File: src/rtl/gon_pkg.sv
// GON gather bus shared types; fallback widths apply only when define.svh was not read first.
`ifndef DATA_BITS
`define DATA_BITS 8
`endif
`ifndef XID_BITS
`define XID_BITS 3
`endif
`ifndef NUMS_PE_COL
`define NUMS_PE_COL 4
`endif

package gon_pkg;
    localparam int GON_FIFO_DEPTH = 2;
    typedef logic [1:0] gon_count_t;
endpackage

File: src/rtl/gon_collect_controller.sv
// One GON column slot: chained ID register, tag comparator and grant qualification.
`ifndef XID_BITS
`define XID_BITS 3
`endif

module gon_collect_controller
    import gon_pkg::*;
#(
    parameter int ID_SIZE = `XID_BITS
) (
    input  logic               clk,
    input  logic               rst,
    input  logic               i_set_id,
    input  logic [ID_SIZE-1:0] i_id,
    output logic [ID_SIZE-1:0] o_id,
    input  logic [ID_SIZE-1:0] i_tag,
    input  logic               i_full,
    input  logic               i_lowerMatched,
    output logic               o_match,
    output logic               o_slave_ready
);

    logic [ID_SIZE-1:0] r_id;

    always_ff @(posedge clk or negedge rst) begin
        if (!rst) begin
            r_id <= '0;
        end else if (i_set_id) begin
            r_id <= i_id;
        end
    end

    assign o_id    = r_id;
    assign o_match = (r_id == i_tag);

    // A lower slot that also matches wins, so this slot only grants when it is the first match.
    assign o_slave_ready = o_match & ~i_lowerMatched & ~i_set_id & ~i_full;

endmodule

File: src/rtl/gon_bus.sv
// GON gather bus: picks the column whose ID matches tag and queues its words in a 2-entry FIFO.
`ifndef DATA_BITS
`define DATA_BITS 8
`endif
`ifndef XID_BITS
`define XID_BITS 3
`endif
`ifndef NUMS_PE_COL
`define NUMS_PE_COL 4
`endif

module gon_bus
    import gon_pkg::*;
#(
    parameter int NUMS_SLAVE = `NUMS_PE_COL,
    parameter int ID_SIZE    = `XID_BITS
) (
    input  logic                             clk,
    input  logic                             rst,
    input  logic [ID_SIZE-1:0]               tag,
    input  logic [NUMS_SLAVE-1:0]            slave_valid,
    input  logic [NUMS_SLAVE*`DATA_BITS-1:0] slave_data,
    output logic [NUMS_SLAVE-1:0]            slave_ready,
    output logic                             master_valid,
    output logic [`DATA_BITS-1:0]            master_data,
    input  logic                             master_ready,
    input  logic                             set_id,
    input  logic [ID_SIZE-1:0]               ID_scan_in,
    output logic [ID_SIZE-1:0]               ID_scan_out,
    output logic                             err_multi
);

    localparam int DW = `DATA_BITS;

    logic [ID_SIZE-1:0]    w_chain [NUMS_SLAVE+1];
    logic [NUMS_SLAVE-1:0] w_match;
    logic [NUMS_SLAVE-1:0] w_lower;
    logic [NUMS_SLAVE-1:0] w_grant;
    logic                  w_full;
    logic                  w_push;
    logic                  w_pop;
    logic                  w_multi;
    logic                  w_selValid;
    logic [DW-1:0]         w_pushData;

    gon_count_t            r_count;
    logic                  r_wrPtr;
    logic                  r_rdPtr;
    logic [DW-1:0]         r_mem [GON_FIFO_DEPTH];
    logic                  r_errMulti;

    assign w_chain[0] = ID_scan_in;
    assign w_full     = (r_count == gon_count_t'(GON_FIFO_DEPTH));

    for (genvar i = 0; i < NUMS_SLAVE; i++) begin : g_slot
        // w_lower[i] flags a match somewhere below slot i.
        if (i == 0) begin : g_first
            assign w_lower[i] = 1'b0;
        end else begin : g_rest
            assign w_lower[i] = |w_match[i-1:0];
        end

        gon_collect_controller #(
            .ID_SIZE(ID_SIZE)
        ) u_ctrl (
            .clk            (clk),
            .rst            (rst),
            .i_set_id       (set_id),
            .i_id           (w_chain[i]),
            .o_id           (w_chain[i+1]),
            .i_tag          (tag),
            .i_full         (w_full),
            .i_lowerMatched (w_lower[i]),
            .o_match        (w_match[i]),
            .o_slave_ready  (w_grant[i])
        );
    end

    assign ID_scan_out = w_chain[NUMS_SLAVE];
    assign slave_ready = w_grant & {NUMS_SLAVE{rst}};

    always_comb begin
        w_pushData = '0;
        for (int i = 0; i < NUMS_SLAVE; i++) begin
            if (w_grant[i]) begin
                w_pushData = slave_data[i*DW +: DW];
            end
        end
    end

    assign w_push     = |(slave_valid & slave_ready);
    assign w_pop      = master_valid & master_ready;
    assign w_selValid = |(slave_valid & w_match & ~w_lower);
    assign w_multi    = |(w_match & w_lower);

    // Full blocks the grant even when a pop happens in the same cycle: no write-through path.
    always_ff @(posedge clk or negedge rst) begin
        if (!rst) begin
            r_count    <= '0;
            r_wrPtr    <= 1'b0;
            r_rdPtr    <= 1'b0;
            r_errMulti <= 1'b0;
            for (int k = 0; k < GON_FIFO_DEPTH; k++) begin
                r_mem[k] <= '0;
            end
        end else begin
            if (w_push) begin
                r_mem[r_wrPtr] <= w_pushData;
                r_wrPtr        <= ~r_wrPtr;
            end
            if (w_pop) begin
                r_rdPtr <= ~r_rdPtr;
            end
            if (w_push && !w_pop) begin
                r_count <= r_count + 2'd1;
            end else if (!w_push && w_pop) begin
                r_count <= r_count - 2'd1;
            end
            if (w_multi && w_selValid) begin
                r_errMulti <= 1'b1;
            end
        end
    end

    assign master_valid = (r_count != '0);
    assign master_data  = r_mem[r_rdPtr];
    assign err_multi    = r_errMulti;

endmodule

File: config.mk
export PLATFORM = sky130hd
export DESIGN_NAME = gon_bus
export DESIGN_NICKNAME = d
export VERILOG_FILES = /design/src/rtl/gon_pkg.sv /design/src/rtl/gon_collect_controller.sv /design/src/rtl/gon_bus.sv
export SDC_FILE = /design/constraint.sdc
export NUM_CORES = 1
export LEC_CHECK = 0
export CORE_MARGIN = 5
export CORE_UTILIZATION = 50
export CTS_BUF_LIST = sky130_fd_sc_hd__clkbuf_4 sky130_fd_sc_hd__clkbuf_8 sky130_fd_sc_hd__clkbuf_16
export CTS_CLUSTER_DIAMETER = 40
export DETAILED_ROUTE_END_ITERATION = 8
export GPL_ROUTABILITY_DRIVEN = 0
export PLACE_DENSITY_LB_ADDON = 0.15
export SYNTH_ARGS = -nofsm -noshare
export SYNTH_HDL_FRONTEND = slang
export SYNTH_SLANG_ARGS = --single-unit
File: constraint.sdc
create_clock -name clk -period 3.3 [get_ports clk]
set_clock_uncertainty 0.05 [all_clocks]
set_input_delay 0.66 -clock clk [delete_from_list [all_inputs] [get_ports clk]]
set_output_delay 0.66 -clock clk [all_outputs]
set_load 0.1 [all_outputs]
==> impl_metrics.ini <==
[final_layout]
final_common_cell = clkdlybuf4s50_1
final_core_util_pct = 74.0
drive_gt1_share_pct = 27.1
fin_nets = 297
fin_area_um2 = 2770
areaGrowthSynthToFinish_pct = 41.1
final_cell_mix = clkdlybuf4s50_1, dfrtp_1, buf_4
antenna_cells = 0

[floorplan]
die-width_um = 72.6
io_pins = 63
core-area_um2 = 3740
num_rows = 22
dieArea_um2 = 5280
die_y_um = 72.6
initial_utilization_pct = 52.4

[clocking]
clock-root-buffer = clkbuf_8
cts.sink_count = 33
cts_resized = 0
cts_buffers = 5
cts_tree = yes
htreeDepth = 2
ctsHoldBuffers = 0
clk_latency_ns = 0.28
cts_buffer_depth = 2
path_clk_slew_ns = 0.07
cts_setup_buffers = 0

[drt]
wl_met3_um = 416
route.detailed.drc = 0
via_per_inst = 5.99
wirelength_mm = 5.64
drt-wirelength-per-cell_um = 18.8
vias = 1792
dr.pass1.iters = 4
first_iter_violations = 124
wl_met2_mm = 2.75
ant_nets = 0
wl_met1_mm = 2.38
top_layer = met4

[timing]
setup_viol = 0
maxSlewHeadroom_pct = 59.4
max_freq_ghz = 0.324
setup_tns_ns = 0
worst_slack_ns = 0.213
rsz0062_at_grt = no
finalHoldViolations = 0
fin_crit_ns = 3.09
tightest_slew_ns = 0.606
period_share_pct = 93.5
drv_slew = 0

[yosys]
synth_largest_area_cell = dfrtp_1
ys.flop_type = dfrtp_1
synth.top_cell.area_share_pct = 42.1
ys_top_cells_by_area = dfrtp_1, mux2_2, xnor2_1
avgSynthCellArea_um2 = 10.8
yosysWarnings = 0
async_reset_ff_share_pct = 100
yosysSeqAreaShare_pct = 42.1
synth_seq_cells = 33
synth_area_um2 = 1960
syn-num-nets = 229
synth.distinct_cells = 40
synth_edf_count = 0
synthCells = 182

[placed_design]
dp_worst_setup_slack_ns = 0.223
port_buffers = 62
dp_hpwl_mm = 4.30
place_area_um2 = 2680

[power]
ir_drop_uv = 439
p_per_area_nw_per_um2 = 748
p_leak_nw = 1.12
power_mw = 2.07

[min_path]
worstHoldPathType = register to register
hp-start = r_mem[7]$_DFFE_PN0P_

[worst_setup_path]
cp-end-kind = primary output
critical_path.max_fanout = 11
rr_startpoint = g_slot[3].u_ctrl.o_id[1]$_DFFE_PN0P_
crit_start = tag[2]
critPathRequiredTime_ns = 2.59
startpoint_type = input port
arrival_ns = 2.38
worstSetupPathType = input port to primary output

[grt]
first_global_vias = 1905
grt_usage_pct = 23.1
antenna_found_initial = 0
grt-ovfl-total = 0
grt_pass1_wl_mm = 9.43
grt_max_degree = 35

[run]
drv_cap = 0

[status]
status = finished, final reports clean
==> Yosys cell counts, types with 2 or more instances <==
master,number
nor2_1,3
xnor2_1,13
a31oi_1,2
o2bb2ai_1,12
a211oi_1,6
and3_1,2
xor2_1,4
buf_2,2
inv_1,3
mux2_4,2
mux2_2,20
nor3_2,3
nand2_4,2
nand2_1,11
or2_2,2
clkbuf_1,6
dfrtp_1,33
nand3_1,12
o21a_1,2
a21oi_1,8
o211ai_1,14
a32o_1,2
==> sequential cells by signal, summed over array words and instances, names as in the netlist <==
| signal | count |
|---|---|
| r_count | 2 |
| r_wrPtr | 1 |
| r_mem | 16 |
| r_rdPtr | 1 |
| g_slot.u_ctrl.o_id | 12 |
| err_multi | 1 |
==> per-stage QoR <==
step	hold WS, ns	instances
CTS	0.436	299
detailed placement	0.421	291
floorplan	0.314	182
finish	0.434	299
global route	0.448	299
global placement	0.407	291
==> cell families after synthesis <==
logic type,Yosys count,share of synthesized area (%)
AO/OA/AOI/OAI,52,20.5
multiplexers,22,13.0
XOR/XNOR,17,7.59
adder cells (fa/ha/maj),2,1.15
buffers and inverters,14,3.19
flip-flops,33,42.1
AND/OR/NAND/NOR,42,12.5
==> area by class of cell <==
cell class	count	area (um^2)
multi-input cells	135	1080
fillers	283	975
flip-flops and latches	33	826
repair buffers	71	696
clock buffers	8	91.3
well taps	48	60.1
inverters	4	15.0
==> where the power goes <==
| part | internal, mW | switching (mW) | total, mW | leakage (nW) |
|---|---|---|---|---|
| registers | 0.527 | 0.124 | 0.650 | 0.418 |
| logic | 0.370 | 0.731 | 1.10 | 0.647 |
| clock network | 0.175 | 0.145 | 0.319 | 0.0498 |
| total | 1.07 | 1.00 | 2.07 | 1.12 |
==> layer usage <==
metal | global-route usage (%) | vias to the layer above
met3 | 5.37 | 13
met5 | 0 | -
met1 | 30.5 | 870
li1 | - | 824
met4 | 6.76 | 0
met2 | 37.7 | 85
==> final timing paths <==
kind                       cells after the start  slack [ns]                                    to
setup / recovery                               6        0.21                        slave_ready[3]
hold / removal                                 1        0.43                  r_mem[7]$_DFFE_PN0P_
setup reg to reg                               7        1.02                 r_mem[12]$_DFFE_PN0P_
hold reg to reg                                1        0.43                  r_mem[7]$_DFFE_PN0P_
max in group asynchronous                      2        2.04  g_slot[2].u_ctrl.o_id[0]$_DFFE_PN0P_
min in group asynchronous                      2        0.83  g_slot[1].u_ctrl.o_id[2]$_DFFE_PN0P_
==> worst max-delay path: stages <==
cell and delay, ns:
clkdlybuf4s50_1 0.59, xnor2_1 0.13, and3_4 0.24, or3_4 0.40, nor2_2 0.16, buf_12 0.19
Note: power is estimated with default switching activity, not from simulation.
